`config.mk`:
```
export PLATFORM = sky130hd
export DESIGN_NAME = v_ch_arbiter
export DESIGN_NICKNAME = d
export VERILOG_FILES = /design/src/rtl/v_ch_arbiter.sv
export SDC_FILE = /design/constraint.sdc
export NUM_CORES = 1
export LEC_CHECK = 0
export CAP_MARGIN = 20
export CORE_UTILIZATION = 30
export DETAILED_ROUTE_END_ITERATION = 8
export GPL_TIMING_DRIVEN = 0
export RECOVER_POWER = 100
export SLEW_MARGIN = 20
export SYNTH_ARGS = -nofsm -noshare
export SYNTH_HDL_FRONTEND = slang
export SYNTH_SLANG_ARGS = --single-unit
```
`constraint.sdc`:
```
create_clock -name clk -period 1.55 [get_ports clk]
set_clock_uncertainty 0.15 [all_clocks]
set_input_delay 0.465 -clock clk [delete_from_list [all_inputs] [get_ports clk]]
set_output_delay 0.465 -clock clk [all_outputs]
set_load 0.05 [all_outputs]
```
`src/rtl/v_ch_arbiter.sv`:
```
// Round-robin arbiter sharing one AHB master between N_CH DMA channels; grant held until burst ends.
// Optional V_CH_ARB_PRIO_EN adds a 2-bit per-channel priority with round-robin tie-break.
module v_ch_arbiter #(
    parameter int unsigned N_CH = 4,
    localparam int unsigned IDX_W = $clog2(N_CH)
) (
    input  logic              clk,
    input  logic              areset,
    input  logic [N_CH-1:0]   ch_rd_req_i,
    input  logic [N_CH-1:0]   ch_wr_req_i,
    input  logic [N_CH-1:0]   ch_mask_i,
`ifdef V_CH_ARB_PRIO_EN
    input  logic [2*N_CH-1:0] ch_prio_i,
`endif
    input  logic              m_done_i,
    input  logic              m_err_i,
    output logic              m_start_o,
    output logic              m_mode_o,
    output logic [N_CH-1:0]   grant_o,
    output logic [IDX_W-1:0]  grant_idx_o,
    output logic              grant_valid_o,
    output logic              err_pulse_o,
    output logic [IDX_W-1:0]  err_idx_o
);

    typedef enum logic [1:0] {StIdle, StStart, StBusy, StRelease} state_e;

    state_e            state_q, state_d;
    logic [IDX_W-1:0]  ptr_q, ptr_d;
    logic [IDX_W-1:0]  idx_q, idx_d;
    logic              mode_q, mode_d;
    logic              err_pulse_q, err_pulse_d;
    logic [IDX_W-1:0]  err_idx_q, err_idx_d;

    logic [N_CH-1:0]   req;
    logic [N_CH-1:0]   cand;
    logic [IDX_W-1:0]  win_idx;
    logic              win_found;
    int                j;
`ifdef V_CH_ARB_PRIO_EN
    logic [1:0]        best;
`endif

    // Winner search: circular scan from ptr+1 over the candidate set.
    always_comb begin
        req       = (ch_rd_req_i | ch_wr_req_i) & ch_mask_i;
        cand      = '0;
        win_idx   = '0;
        win_found = 1'b0;
        j         = 0;
`ifdef V_CH_ARB_PRIO_EN
        best = 2'd0;
        for (int k = 0; k < int'(N_CH); k++) begin
            if (req[k] && (ch_prio_i[2*k +: 2] > best)) begin
                best = ch_prio_i[2*k +: 2];
            end
        end
        for (int k = 0; k < int'(N_CH); k++) begin
            cand[k] = req[k] && (ch_prio_i[2*k +: 2] == best);
        end
`else
        cand = req;
`endif
        for (int i = 1; i <= int'(N_CH); i++) begin
            j = int'(ptr_q) + i;
            if (j >= int'(N_CH)) begin
                j = j - int'(N_CH);
            end
            if (!win_found && cand[j]) begin
                win_found = 1'b1;
                win_idx   = IDX_W'(j);
            end
        end
    end

    always_comb begin
        state_d     = state_q;
        ptr_d       = ptr_q;
        idx_d       = idx_q;
        mode_d      = mode_q;
        err_pulse_d = 1'b0;
        err_idx_d   = err_idx_q;
        unique case (state_q)
            StIdle: begin
                if (win_found) begin
                    idx_d   = win_idx;
                    // Read wins when a channel raises both levels.
                    mode_d  = ~ch_rd_req_i[win_idx];
                    state_d = StStart;
                end
            end
            StStart: state_d = StBusy;
            StBusy: begin
                if (m_err_i) begin
                    err_pulse_d = 1'b1;
                    err_idx_d   = idx_q;
                    state_d     = StRelease;
                end else if (m_done_i) begin
                    state_d = StRelease;
                end
            end
            StRelease: begin
                ptr_d   = idx_q;
                state_d = StIdle;
            end
            default: state_d = StIdle;
        endcase
    end

    always_ff @(posedge clk or negedge areset) begin
        if (!areset) begin
            state_q     <= StIdle;
            ptr_q       <= IDX_W'(N_CH - 1);
            idx_q       <= '0;
            mode_q      <= 1'b0;
            err_pulse_q <= 1'b0;
            err_idx_q   <= '0;
        end else begin
            state_q     <= state_d;
            ptr_q       <= ptr_d;
            idx_q       <= idx_d;
            mode_q      <= mode_d;
            err_pulse_q <= err_pulse_d;
            err_idx_q   <= err_idx_d;
        end
    end

    always_comb begin
        grant_valid_o = (state_q == StStart) || (state_q == StBusy);
        m_start_o     = (state_q == StStart);
        m_mode_o      = grant_valid_o & mode_q;
        grant_idx_o   = grant_valid_o ? idx_q : '0;
        grant_o       = '0;
        if (grant_valid_o) begin
            grant_o[idx_q] = 1'b1;
        end
        err_pulse_o   = err_pulse_q;
        err_idx_o     = err_idx_q;
    end

endmodule

```
Yosys cells after proc, flatten, opt, wreduce, memory -nomap -nowiden
Index checks and enable logic that the tools add are counted.
{"block": "totals", "regBits": 10, "in_bits": 16, "output_inout_bits": 12, "elab_cells": 82}
{"block": "classes", "add_sub_neg": 8, "n_lt_le_gt_ge": 11, "n_eq_ne": 5, "muxes": 36, "bitwise_logic": 4, "n_reduce_logical": 12}
{"operator": "less-than comparator 32 x 4 -> 1 bit (second input constant)", "count": 4}
{"operator": "two-way mux 32 bit", "count": 4}
{"operator": "two-way mux 1 bit", "count": 16}
{"operator": "two-way mux 2 bit", "count": 8}
{"operator": "subtractor 3 x 3 -> 4 bit (second input constant)", "count": 3}
{"operator": "binary-select mux 1 bit (select 2 bit)", "count": 5}
{"operator": ">= comparator 3 bit (second input constant)", "count": 3}
{"operator": "one-hot mux 2 bit (4 select lines)", "count": 1}
{"operator": "adder 2 x 2 -> 3 bit (second input constant)", "count": 2}
{"operator": "less-than comparator 2 x 3 -> 1 bit (second input constant)", "count": 2}
{"operator": "AND reduction 2 bit", "count": 3}
{"operator": "subtractor 4 x 3 -> 5 bit (second input constant)", "count": 1}
{"operator": "adder 2 x 3 -> 4 bit (second input constant)", "count": 1}
{"operator": "bitwise AND 4 bit", "count": 1}
{"operator": "== test 2 bit (second input constant)", "count": 2}
{"operator": ">= comparator 4 x 3 -> 1 bit (second input constant)", "count": 1}
{"operator": "logical AND 1 bit", "count": 4}
{"operator": "two-way mux 4 bit", "count": 1}
{"operator": "bitwise OR 4 bit", "count": 1}
{"operator": "adder 2 x 1 -> 3 bit (second input constant)", "count": 1}
{"operator": "zero test 1 bit", "count": 3}
{"operator": "inequality test 3 bit (second input constant)", "count": 1}
{"operator": "demux 1 bit (select 2 bit)", "count": 1}
{"operator": "== test 2 x 1 -> 1 bit (second input constant)", "count": 1}
{"operator": "other kinds (6)", "count": 6}

Logic depth before layout (Yosys ltp)
{"block": "depth", "word_depth": 19, "ltp_mapped": 5, "depth_no_buf": 5}

Least setup slack after synthesis
OpenSTA, ideal clock, no wires.
{"block": "synth_timing", "path_kind": "reg2out", "from": "register state_q[0]", "to": "output port grant_o[1]", "t_arrival_ps": 2364, "t_required_ps": 935, "setup_slack_ps": -1429, "path_stages_with_launch": 5, "n_path_buf": 0, "path_cell_list": "dfrtp_1 -> inv_1 -> ha_1 -> and2_1 -> nor2b_1"}
{"block": "synth_between", "elab_chain_cells": 3, "elab_cells_between_ends": 4, "classes_between": "eq/ne: 2; mux: 1; reduce/logical: 1"}
{"item": "start, declared", "line": "28", "source": "state_e state_q, state_d;"}
{"item": "start signal, assigned", "line": "112", "source": "state_q <= StIdle;"}
{"item": "start signal, assigned", "line": "119", "source": "state_q <= state_d;"}
{"item": "== test 2 x 1 -> 1 bit / == test 2 bit (equally long branches)", "line": "129", "source": "grant_valid_o = (state_q == StStart) || (state_q == StBusy);"}
{"item": "logical OR 1 bit *", "line": "129"}
{"item": "via grant_valid_o", "line": "21", "source": "output logic grant_valid_o,"}
{"item": "two-way mux 4 bit *", "line": "134", "source": "if (grant_valid_o) begin"}
{"item": "end, declared", "line": "19", "source": "output logic [N_CH-1:0] grant_o,"}
Mark *: on every way through the listed nets, which the timed path passes. The rest lies on a longest branch.

Final worst setup path
{"block": "layout_timing", "from": "register state_q[0]", "to": "output port grant_o[1]"}
{"block": "layout_between", "elab_chain_cells": 3, "elab_cells_between_ends": 4, "classes_between": "eq/ne: 2; mux: 1; reduce/logical: 1"}
{"item": "== test 2 x 1 -> 1 bit / == test 2 bit (equally long branches)", "line": "129"}
{"item": "logical OR 1 bit *", "line": "129"}
{"item": "two-way mux 4 bit *", "line": "134"}
Mark *: on every way between the ends. The rest lies on a longest branch, timed or not.

==> out/metrics.cfg <==
[outcome]
status=finished with violations
failed_checks=negative setup slack

[sta]
rsz0062_at_grt=yes
post-route-period-util_pct=133
hold_viol_final=0
fin_ws_ns=-0.510
worst_hold_slack_ns=0.353
slew_viol_final=0
fmax_mhz=485
slew_headroom_pct=70.4
tns_ns=-3.60
fin_crit_ns=2.06
worstMarginPinSlew_ns=0.442
setup-violations-final=12

[cts]
cts_root_buffer=clkbuf_4
cts_made_buffers=3
cts_sinks=10
clk_pin_slew_ns=0.07
clock_latency_ns=0.27
max-clock-path-buffers=2
cts_tree=yes
ctsHoldBuffers=0
cts-htree-levels=1

[synthesis]
synth_area_leaders=dfrtp_1 (28%), dfstp_2 (7.3%), ha_1 (7.0%)
synth_top_area_cell=dfrtp_1
synth_edf_count=0
yosysWarnings=0
synth_most_common_cell=dfrtp_1
ys_seq_area_share_pct=35.3
netlist_area_um2=716
synth_flop_cell=dfrtp_1
syn_inst=71
netlist_top_cells_count=dfrtp_1 (8), nand2_1 (6)
ys_types=33
async_reset_ff_share_pct=100
postSynthAreaPerCell_um2=10.1
syn_nets=91
netlist.area_leader.share_pct=28.0
ys_ff_latch=10

[die]
io_pins=28
coreArea_um2=2230
die_y_um=50.8
floorplan.initialDensity_pct=32.0
die_area_um2=2580
fp.dieW_um=50.8
rows=17

[drt]
wirelength_mm=1.75
vias_per_cell=5.04
dr.pass1.iters=7
ant_nets=0
vias=705
wl_per_cell_um=12.5
drt_first_iter_violations=12
remaining_drc_errors=0

[min_path]
min_from=mode_q
hold_path_end=mode_q
hp-class=reg -> reg
whs_path_depth=1

[setup_path]
r2r_end=state_q[1]
r2r_start=state_q[0]
cp_max_fo=8
start_kind=flip-flop
crit_path_end_kind=primary output
critPathRequiredTime_ns=0.93
crit_type=reg -> out
worstPathArrival_ns=1.44
regToRegSetupSlack_ns=-0.06
r2r.worst_path.cells=6

[placed_design]
finalWeightedCongestion=0.706
dp_hpwl_mm=1.25
io_buffers=27

[global_route]
grt_pass1_wl_mm=2.88
overflow=0
grt_start_max_net_pins=11
antenna_found_initial=0
grt_pass1_vias=670
grt_use_total_pct=14.8

[power_and_ir_drop]
p_leak_nw=0.538
pwr_density_cell_nw_per_um2=2390
ir_drop_mv=1.97
p_total_mw=2.96

[flow_run]
max_cap_violations=0

[final_layout]
post-route-util_pct=55.4
layout.nets=133
n_antenna_cell=0
multi_input_area_um2=568
drive_gt1_share_pct=58.9
nFillCells=213
regArea_um2=253
area_growth_pct=72.9

how the worst max path moves through the flow:
stage / startpoint / cells past startpoint / endpoint
after floorplan: state_q[0] / 4 / grant_o[1]
after global placement: state_q[0] / 5 / grant_o[1]
after detailed placement: state_q[0] / 5 / grant_o[1]
after CTS: state_q[1] / 5 / grant_o[1]
after global routing: state_q[0] / 5 / grant_o[1]
final: state_q[0] / 5 / grant_o[1]
final cells by class:
class | instances | area share [%]
Timing Repair Buffer | 37 | 26.7
Tap cell | 28 | 2.83
Multi-Input combinational cell | 57 | 45.9
Clock buffer | 4 | 2.93
Sequential cell | 10 | 20.4
Inverter | 4 | 1.21
per-layer routing:
layer	up-vias	wire length, um	global-route usage (%)
li1	352	-	-
met1	336	786	19.4
met2	17	895	24.2
met3	0	67	4.46
met4	0	0	2.78
met5	-	0	0
flip-flops by register name, summed over array words and instances (netlist names):
| register | count |
|---|---|
| state_q | 2 |
| mode_q | 1 |
| err_idx_o | 2 |
| idx_q | 2 |
| ptr_q | 2 |
| err_pulse_o | 1 |
what timing repair did:
item,4_1_cts,5_1_grt
pin swaps,17,17
setup endpoints to repair,16,14
gates cloned,0,0
setup buffers,7,3
gates resized for setup,106,15
logic make-up after synthesis:
logic type,Yosys count,synth area share [%]
buf+inv,4,2.10
flops,10,35.3
fa+ha+maj,4,6.99
mux,5,7.87
simple gates,22,19.1
compound gates,26,28.7
layout by cell type, fill, tap and decap left out, types with 3 or more instances in the layout:
cell / synthesis / layout
dfrtp_1: 8 / 8
nand2_1: 6 / 3
nand2_4: 0 / 3
clkdlybuf4s15_2: 0 / 3
buf_4: 0 / 8
o21ai_4: 1 / 5
mux2_2: 4 / 4
clkbuf_4: 0 / 3
dlygate4sd2_1: 0 / 4
a21oi_1: 4 / 4
buf_2: 0 / 5
buf_6: 0 / 9
where the power goes:
| part | switching [mW] | internal (mW) | leakage (nW) |
|---|---|---|---|
| logic | 1.22 | 0.947 | 0.401 |
| clock network | 0.0879 | 0.143 | 0.0210 |
| registers | 0.145 | 0.414 | 0.117 |
| total | 1.46 | 1.50 | 0.538 |
worst max-delay path, cell delays in order, from the launching register on:
cell and delay, ns:
dfrtp_1 0.37, inv_2 0.06, ha_4 0.30, and2_4 0.15
nor2b_4 0.13, buf_6 0.16
per-stage QoR:
step	setup slack [ns]	area, um2	std cells
3_5_place_dp	-0.908	1060	126
6_report	-0.510	1240	140
2_1_floorplan	-0.503	757	71
3_3_place_gp	-0.880	1060	126
4_1_cts	-0.498	1170	137
5_1_grt	-0.567	1240	140
(Power assumes the default switching activity.)
